### src/rtl/out_uart_tx.sv
// ---------------------------------------------------------------------------
// out_uart_tx
//
// Buffered 8N1 UART transmitter for the core's output path. The core pushes
// result bytes into a small circular FIFO. A serializer drains the FIFO onto
// txd, so the core only waits when the FIFO is full.
//
// Parameters
//   CLK_PER_HALF_BIT : clocks per half bit; one bit = 2*CLK_PER_HALF_BIT clocks
//   DEPTH_LOG2       : FIFO depth is 2**DEPTH_LOG2 bytes
//
// Ports
//   clk      in   single clock, rising edge
//   rst      in   synchronous, active-high reset
//   wr_en    in   push request
//   wr_data  in   byte to push
//   full     out  FIFO holds 2**DEPTH_LOG2 bytes (registered)
//   empty    out  FIFO holds 0 bytes (registered)
//   busy     out  serializer is in START, DATA or STOP
//   ovf      out  sticky overflow flag (0 unless OUT_UART_TX_OVF_EN)
//   txd      out  serial line, idle high, driven from a flop
//
// Push handshake: there is no ready signal. A push is accepted on a rising
// edge iff wr_en is 1 and full (the registered value in that cycle) is 0;
// a push presented while full is 1 is dropped and leaves the FIFO untouched.
//
// Build option
//   OUT_UART_TX_OVF_EN : when defined, ovf latches 1 on the edge after any
//                        push attempted while full and holds until rst.
//                        When undefined, ovf is tied to 0.
//
// The serializer state is held in state_q (type state_t) for hierarchical
// observation by checkers.
// ---------------------------------------------------------------------------
`timescale 1ns/1ps

module out_uart_tx #(
    parameter int CLK_PER_HALF_BIT = 434,
    parameter int DEPTH_LOG2       = 4
) (
    input  logic       clk,
    input  logic       rst,
    input  logic       wr_en,
    input  logic [7:0] wr_data,
    output logic       full,
    output logic       empty,
    output logic       busy,
    output logic       ovf,
    output logic       txd
);

    // -----------------------------------------------------------------------
    // Derived constants
    // -----------------------------------------------------------------------
    localparam int DEPTH    = 1 << DEPTH_LOG2;
    // A depth-1 FIFO still needs a 1-bit pointer to index the storage.
    localparam int PTR_W    = (DEPTH_LOG2 > 0) ? DEPTH_LOG2 : 1;
    localparam int CNT_FW   = DEPTH_LOG2 + 1;
    localparam int BIT_CLKS = 2 * CLK_PER_HALF_BIT;
    localparam int TMR_W    = (BIT_CLKS > 1) ? $clog2(BIT_CLKS) : 1;

    localparam logic [TMR_W-1:0]  TMR_LAST = TMR_W'(BIT_CLKS - 1);
    localparam logic [PTR_W-1:0]  PTR_LAST = PTR_W'(DEPTH - 1);
    localparam logic [CNT_FW-1:0] CNT_FULL = CNT_FW'(DEPTH);

    typedef enum logic [1:0] {
        S_IDLE  = 2'd0,
        S_START = 2'd1,
        S_DATA  = 2'd2,
        S_STOP  = 2'd3
    } state_t;

    // -----------------------------------------------------------------------
    // FIFO state
    // -----------------------------------------------------------------------
    logic [7:0]        mem_q [DEPTH];
    logic [PTR_W-1:0]  wr_ptr_q, wr_ptr_d;
    logic [PTR_W-1:0]  rd_ptr_q, rd_ptr_d;
    logic [CNT_FW-1:0] count_q,  count_d;
    logic              full_q,   full_d;
    logic              empty_q,  empty_d;

    logic              push;
    logic              pop;
    logic [7:0]        head;

    // -----------------------------------------------------------------------
    // Serializer state
    // -----------------------------------------------------------------------
    state_t            state_q, state_d;
    logic [TMR_W-1:0]  tmr_q,   tmr_d;
    logic [2:0]        idx_q,   idx_d;
    logic [7:0]        shift_q, shift_d;
    logic              txd_q,   txd_d;
    logic              bit_done;

    function automatic logic [PTR_W-1:0] ptr_inc(input logic [PTR_W-1:0] p);
        return (p == PTR_LAST) ? '0 : p + PTR_W'(1);
    endfunction

    // -----------------------------------------------------------------------
    // FIFO next-state
    // -----------------------------------------------------------------------
    assign push = wr_en && !full_q;
    assign head = mem_q[rd_ptr_q];

    always_comb begin
        wr_ptr_d = wr_ptr_q;
        rd_ptr_d = rd_ptr_q;
        count_d  = count_q;

        if (push) begin
            wr_ptr_d = ptr_inc(wr_ptr_q);
        end
        if (pop) begin
            rd_ptr_d = ptr_inc(rd_ptr_q);
        end

        // Simultaneous push and pop leaves the occupancy unchanged.
        case ({push, pop})
            2'b10:   count_d = count_q + CNT_FW'(1);
            2'b01:   count_d = count_q - CNT_FW'(1);
            default: count_d = count_q;
        endcase

        // Flags come from the next count so they are valid right after the
        // edge that changes the occupancy.
        full_d  = (count_d == CNT_FULL);
        empty_d = (count_d == '0);
    end

    always_ff @(posedge clk) begin
        if (rst) begin
            wr_ptr_q <= '0;
            rd_ptr_q <= '0;
            count_q  <= '0;
            full_q   <= 1'b0;
            empty_q  <= 1'b1;
        end else begin
            wr_ptr_q <= wr_ptr_d;
            rd_ptr_q <= rd_ptr_d;
            count_q  <= count_d;
            full_q   <= full_d;
            empty_q  <= empty_d;
        end
    end

    // Storage carries no reset: contents are only read behind a valid count.
    always_ff @(posedge clk) begin
        if (push) begin
            mem_q[wr_ptr_q] <= wr_data;
        end
    end

    // -----------------------------------------------------------------------
    // Serializer next-state and outputs
    // -----------------------------------------------------------------------
    assign bit_done = (tmr_q == TMR_LAST);

    always_comb begin
        state_d = state_q;
        tmr_d   = tmr_q + TMR_W'(1);
        idx_d   = idx_q;
        shift_d = shift_q;
        txd_d   = txd_q;
        pop     = 1'b0;

        case (state_q)
            S_IDLE: begin
                txd_d = 1'b1;
                tmr_d = '0;
                if (!empty_q) begin
                    pop     = 1'b1;
                    shift_d = head;
                    txd_d   = 1'b0;
                    state_d = S_START;
                end
            end

            S_START: begin
                if (bit_done) begin
                    tmr_d   = '0;
                    idx_d   = 3'd0;
                    txd_d   = shift_q[0];
                    state_d = S_DATA;
                end
            end

            S_DATA: begin
                if (bit_done) begin
                    tmr_d = '0;
                    if (idx_q == 3'd7) begin
                        txd_d   = 1'b1;
                        state_d = S_STOP;
                    end else begin
                        // Shift right so the bit on the line is always
                        // shift_q[0]; the next bit is shift_q[1].
                        idx_d   = idx_q + 3'd1;
                        shift_d = {1'b0, shift_q[7:1]};
                        txd_d   = shift_q[1];
                    end
                end
            end

            S_STOP: begin
                if (bit_done) begin
                    tmr_d = '0;
                    if (!empty_q) begin
                        // Chain straight into the next start bit.
                        pop     = 1'b1;
                        shift_d = head;
                        txd_d   = 1'b0;
                        state_d = S_START;
                    end else begin
                        state_d = S_IDLE;
                    end
                end
            end

            default: begin
                tmr_d   = '0;
                txd_d   = 1'b1;
                state_d = S_IDLE;
            end
        endcase
    end

    always_ff @(posedge clk) begin
        if (rst) begin
            state_q <= S_IDLE;
            tmr_q   <= '0;
            idx_q   <= 3'd0;
            shift_q <= 8'h00;
            txd_q   <= 1'b1;
        end else begin
            state_q <= state_d;
            tmr_q   <= tmr_d;
            idx_q   <= idx_d;
            shift_q <= shift_d;
            txd_q   <= txd_d;
        end
    end

    // -----------------------------------------------------------------------
    // Overflow flag
    // -----------------------------------------------------------------------
`ifdef OUT_UART_TX_OVF_EN
    logic ovf_q, ovf_d;

    always_comb begin
        ovf_d = ovf_q | (wr_en & full_q);
    end

    always_ff @(posedge clk) begin
        if (rst) begin
            ovf_q <= 1'b0;
        end else begin
            ovf_q <= ovf_d;
        end
    end

    assign ovf = ovf_q;
`else
    assign ovf = 1'b0;
`endif

    // -----------------------------------------------------------------------
    // Outputs
    // -----------------------------------------------------------------------
    assign full  = full_q;
    assign empty = empty_q;
    assign busy  = (state_q != S_IDLE);
    assign txd   = txd_q;

endmodule

### config.mk
export PLATFORM = sky130hd
export DESIGN_NAME = out_uart_tx
export DESIGN_NICKNAME = d
export VERILOG_FILES = /design/src/rtl/out_uart_tx.sv
export SDC_FILE = /design/constraint.sdc
export NUM_CORES = 1
export LEC_CHECK = 0
export CAP_MARGIN = 30
export CORE_MARGIN = 2
export CORE_UTILIZATION = 55
export CTS_BUF_LIST = sky130_fd_sc_hd__clkbuf_8
export CTS_CLUSTER_DIAMETER = 120
export CTS_CLUSTER_SIZE = 8
export DETAILED_ROUTE_END_ITERATION = 8
export PLACE_DENSITY_LB_ADDON = 0.08
export SYNTH_ARGS = -nofsm -noshare
export SYNTH_HDL_FRONTEND = slang
export SYNTH_SLANG_ARGS = --single-unit
### constraint.sdc
create_clock -name clk -period 5.5 [get_ports clk]
set_clock_uncertainty 0.05 [all_clocks]
set_input_delay 1.1 -clock clk [delete_from_list [all_inputs] [get_ports clk]]
set_output_delay 1.1 -clock clk [all_outputs]
set_load 0.1 [all_outputs]
Yosys cells after proc, flatten, opt, wreduce, memory -nomap -nowiden
Memory sizes are Yosys's and may differ from the RTL's. A register that Yosys moved wholly into a read port is not among the register bits.
Cells that the tools add are included.
Word-level totals
  register bits after elaboration: 39
  bits in writable memories: 128
  input port bits: 11
  output and inout bits: 5
  logic and storage cells: 81
  memories kept: 1
Operators by class
  $add $sub $neg: 6
  equality and inequality tests: 17
  mux-type cells: 35
  reductions and logical operators: 12
Memories
  mem_q: depth 16, width 8, read ports 1, clocked after memory_dff 1, write ports 1, line 76  | logic [7:0] mem_q [DEPTH];
Operators with widths (number)
  2-to-1 mux 8 bit: 4
  case mux 8 bit (3 select lines): 1
  case mux 10 bit (2 select lines): 1
  2-to-1 mux 4 bit: 4
  inequality test 2 bit (second input constant): 7
  AND reduction 4 bit: 3
  2-to-1 mux 1 bit: 11
  adder 10 x 1 -> 10 bit (second input constant): 1
  == test 10 bit (second input constant): 1
  2-to-1 mux 10 bit: 1
  2-to-1 mux 2 bit: 5
  case mux 5 bit (2 select lines): 1
  2-to-1 mux 3 bit: 3
  adder 4 x 1 -> 4 bit (second input constant): 2
  == test 4 bit (second input constant): 2
  case mux 2 bit (4 select lines): 1
  == test 2 bit (second input constant): 3
  case mux 3 bit (2 select lines): 1
  adder 5 x 1 -> 5 bit (second input constant): 1
  == test 5 bit (second input constant): 1
  logical NOT 5 bit: 1
  AND reduction 5 bit: 1
  subtractor 5 x 1 -> 5 bit (second input constant): 1
  == test 2 x 1 -> 1 bit (second input constant): 2
  other kinds (10): 11

Logic depth before layout (Yosys ltp)
  depth after elaboration: 6
  mapped depth: 13
  depth with buffers taken out: 13

Least setup slack after synthesis
No wires, ideal clock.
  path type: register to register
  from: register empty_q (netlist: empty)
  to: register empty_q (netlist: empty)
  setup time: 0.084 ns
  arrival time: 3.718 ns
  data required time: 5.366 ns
  slack: 1.647 ns
  stages on the path, launching flop included: 12
  path buffers: 0
  period minus slack after synthesis: 3.853 ns
  cells stage by stage: dfxtp_1 -> or3b_4 -> or4_4 -> a21oi_1 -> xor2_1 -> ha_1 -> a21o_1 -> and4_1 -> a311o_1 -> or4_1 -> and4_4 -> o31ai_2
On the way
  cells in the longest elaborated chain, start to end: 6
  elaborated cells between the ends (all ways): 7
  those cells by class: eq/ne: 2; mux: 4; reduce/logical: 1
Ends and longest elaborated chain
  from (decl): line 81  | logic empty_q, empty_d;
  from (signal assigned): line 144  | empty_q <= empty_d;
  2-to-1 mux 1 bit (*): line 172, 208
  2-to-1 mux 1 bit: line 206  | if (bit_done) begin
  case mux 1 bit (2 select lines) (*): line 168  | case (state_q)
  == test 2 x 1 -> 1 bit / == test 2 bit (equally long branches): line 120  | case ({push, pop})
  case mux 5 bit (2 select lines) (*): line 120
  logical NOT 5 bit (*): line 129  | empty_d = (count_d == '0);
Every way passes the cells marked *; elsewhere a longest branch is shown, timed or not.
A chain may end at the register's enable or synchronous reset.

Worst setup path after layout
  from: register state_q[0]
  to: register empty_q (netlist: empty)
On the way
  cells in the longest elaborated chain, start to end: 5
  elaborated cells between the ends (all ways): 7
  those cells by class: eq/ne: 3; mux: 2; reduce/logical: 2
Ends and longest elaborated chain
  from (decl): line 90  | state_t state_q, state_d;
  from (signal assigned): line 236  | state_q <= state_d;
  == test 2 bit / logical NOT 2 bit (equally long branches): line 168
  case mux 1 bit (2 select lines) (*): line 168
  == test 2 x 1 -> 1 bit / == test 2 bit (equally long branches): line 120
  case mux 5 bit (2 select lines) (*): line 120
  logical NOT 5 bit (*): line 129
Marked as above.

==> results.sh <==
export IMPL_status="complete, no violations"
export IMPL_max_clock_freq_ghz=0.2445
export IMPL_holdPathStages=2
export IMPL_path_cells="inv_1 -> ha_1 -> or3b_4 -> or4_4 -> a21oi_1 -> xor2_1 -> ha_1 -> a21o_1 -> and4_1 -> a311o_1 -> or4_1 -> and4_4 -> o31ai_2"
export IMPL_syn_to_final_growth_pct=9.002
export IMPL_finalCritPeriodShare_pct=74.35
export IMPL_drc=0
export IMPL_io_pins=16
export IMPL_final_nets=509
export IMPL_avgRoutedWirePerCell_microns=19.74
export IMPL_syn_nets=496
export IMPL_cts_max_level=4
export IMPL_clk_path_buf_depth=2
export IMPL_cts_buffers=17
export IMPL_syn_cell_area_sq_um=7199
export IMPL_cts_tree="yes"
export IMPL_dieArea_sq_um=14020
export IMPL_post_place_ws_ns=1.444
export IMPL_via_count=3898
export IMPL_synth_seq_area_share_pct=65.35
export IMPL_grt_ovfl_total=0
export IMPL_worstRegToRegCells=13
export IMPL_synth_cell_type_count=53
export IMPL_clk_pin_slew_ns=0.08
export IMPL_yosys_warnings=0
export IMPL_slew_viol_final=0
export IMPL_hold_path_startpoint="idx_q[2]"
export IMPL_drive_above_1_share_pct=16.60
export IMPL_clk_latency_ns=0.46
export IMPL_critPathLaunchType="flip-flop"
export IMPL_root_buffer="clkbuf_8"
export IMPL_setup_viol=0
export IMPL_cell_internal_pwr_uw=2251
export IMPL_powerDensity_nw_per_um2=420.5
export IMPL_cap_violations=0
export IMPL_p_sw_uw=1049
export IMPL_post_cts_buffers=0
export IMPL_synth_top_area_share_pct=53.39
export IMPL_cts_resized=0
export IMPL_netSwitchingFraction_pct=31.78
export IMPL_antenna_found_initial=0
export IMPL_vdd_drop_max_mv=0.2128
export IMPL_power_leakage_uw=0.002510
export IMPL_io_buffers=14
export IMPL_rsz0062_at_grt="false"
export IMPL_cts_sinks=171
export IMPL_reg2reg_from="state_q[0]"
export IMPL_worst_pin_slew_ns=0.9765
export IMPL_worst_path_most_repeated_cell="ha_1"
export IMPL_synth_seq_cells=171
export IMPL_ys_async_sr_fraction_pct=0
export IMPL_reg2reg_to="empty"
export IMPL_hp_class="flip-flop to flip-flop"
export IMPL_hpwl_mm=8.740
export IMPL_crit_fanout=5
export IMPL_yosysTopAreaCell="edfxtp_1"
export IMPL_synthTopCellsByCount="edfxtp_1 (128), dfxtp_1 (43), nor2_1 (41), mux4_2 (38)"
export IMPL_yosysMostFrequentCell="edfxtp_1"
export IMPL_period_needed_ns=4.089
export IMPL_core_sq_um=12720
export IMPL_ctsHoldBuffers=0
export IMPL_ant_nets=0
export IMPL_whs_endpoint="idx_q[2]"
export IMPL_synth_area_leaders="edfxtp_1 (53%), dfxtp_1 (12%), mux4_2 (12%)"
export IMPL_netlist_instances=469
export IMPL_initial_core_util_pct=56.59
export IMPL_dr_first_iter_drc_count=445
export IMPL_post_drt_via_cell_ratio=5.853
export IMPL_rows=41
export IMPL_fin_tns_setup_ns=0
export IMPL_wl_mm=13.15
export IMPL_grt_max_degree=33
export IMPL_worst_ep_required_time_ns=5.82
export IMPL_grt_pass1_wl_mm=21.38
export IMPL_power_frac_clock_pct=23.7
export IMPL_yosys_most_used_dff="edfxtp_1"
export IMPL_cpMaxStageDelayCell="or4_4"
export IMPL_critPathCaptureType="flip-flop"
export IMPL_place_congestion=0.8129
export IMPL_relSlewSlack_pct=34.66
export IMPL_crit_type="flip-flop to flip-flop"
export IMPL_seqPwrFrac_pct=46.9
export IMPL_diodes=0
export IMPL_synth_edf_count=128
export IMPL_synth_avg_cell_area_sq_um=15.35
export IMPL_drt_first_pass_iters=4
export IMPL_grtUsageTotal_pct=20.74
export IMPL_combPwrFrac_pct=29.5
export IMPL_dieHeight_microns=118.4
export IMPL_hold_viol=0
export IMPL_crit_arrival_ns=4.41
export IMPL_critPathMaxStageDelay_ns=0.54
export IMPL_ff2ff_setup_slack_ns=1.41
export IMPL_die_w_microns=118.4
export IMPL_post_route_worst_setup_slack_ns=1.411
export IMPL_grt_pass1_vias=3964
kinds of logic (layout without fill, tap and decap cells):
| family | Yosys count | after routing | synth area share (%) |
|---|---|---|---|
| flip-flops | 171 | 171 | 65.35 |
| XOR/XNOR | 14 | 14 | 1.703 |
| buffers and inverters | 36 | 61 | 1.981 |
| adder cells (fa/ha/maj) | 16 | 16 | 2.781 |
| AND/OR/NAND/NOR | 119 | 119 | 8.585 |
| multiplexers | 55 | 55 | 14.25 |
| other | 1 | 1 | 0.05209 |
| AO/OA/AOI/OAI | 57 | 57 | 5.301 |
worst max-delay path by stage:
stage | from | end | slack [ns] | depth (start not counted)
after floorplan | empty | empty | 1.65 | 11
after global placement | wr_en | empty | 1.50 | 11
after detailed placement | wr_en | empty | 1.44 | 11
after CTS | state_q[0] | empty | 1.42 | 13
after global routing | state_q[0] | empty | 1.28 | 13
final | state_q[0] | empty | 1.41 | 13
critical path: cells and delay by family, from the launching register on:
kind / cells / cell delay (ns)
adders and majority gates: 2 / 0.55
xor gates and xnor gates: 1 / 0.11
buffers and inverters: 1 / 0.11
AOI/OAI and AO/OA: 4 / 0.99
DFF: 1 / 0.41
and+or+nand+nor: 5 / 1.80
metrics by stage:
step	hold slack, ns	util, %	power (uW)	instances	cell area, sq um
CTS	0.4191	61.62	3326	665	7840
floorplan	0.3797	-	2342	469	7199
finish	0.4122	61.68	3300	666	7848
global placement	0.3926	58.94	2531	634	7498
global route	0.4423	61.68	3483	666	7848
detailed placement	0.4082	58.94	2550	634	7498
power groups by stage:
stage	Clock (uW)	Combinational, uW	Sequential, uW
2_1_floorplan	0	738	1600
3_3_place_gp	0	959	1570
3_5_place_dp	0	974	1580
4_1_cts	801	978	1550
5_1_grt	848	1070	1560
6_report	781	973	1550
layout make-up:
class	instances	area [sq um]
Clock buffer	17	234.0
Clock inverter	14	107.6
Fill cell	999	4875
Inverter	10	37.54
Multi-Input combinational cell	262	2362
Sequential cell	171	4706
Tap cell	172	215.2
Timing Repair Buffer	20	185.2
registers in the layout (all words and copies together), names as in the netlist, named ones only:
name / count
count_q: 5
txd: 1
shift_q: 8
empty: 1
rd_ptr_q: 4
idx_q: 3
wr_ptr_q: 4
mem_q: 128
tmr_q: 10
state_q: 2
full: 1
placed cells by master, fill, tap and decap left out, types with 3 or more instances in the layout:
cell type	Yosys	routed
ha_1	16	16
nor2_1	41	41
o211ai_1	4	4
nor3_1	11	9
nor2b_1	6	6
o21ai_0	10	10
clkdlybuf4s50_1	0	14
xnor2_1	7	7
nand2_1	22	22
inv_1	10	13
or4_1	3	3
o31ai_1	3	3
clkinv_1	0	3
and3_1	4	4
xor2_1	7	7
nand2b_1	3	3
edfxtp_1	128	128
a211oi_1	5	5
buf_4	1	6
a21oi_1	22	22
nand3_1	4	4
nand4_1	4	4
mux2i_1	17	17
dfxtp_1	43	42
or3_1	4	4
clkbuf_8	0	17
mux4_2	38	38
routing by layer:
metal	up-vias	routed length [microns]	GRT usage, %
met3	15	735	5.792
met4	0	167	7.515
met5	-	0	0
li1	1828	-	-
met1	1958	5872	28.03
met2	97	6373	32.51
(Power assumes the default switching activity.)
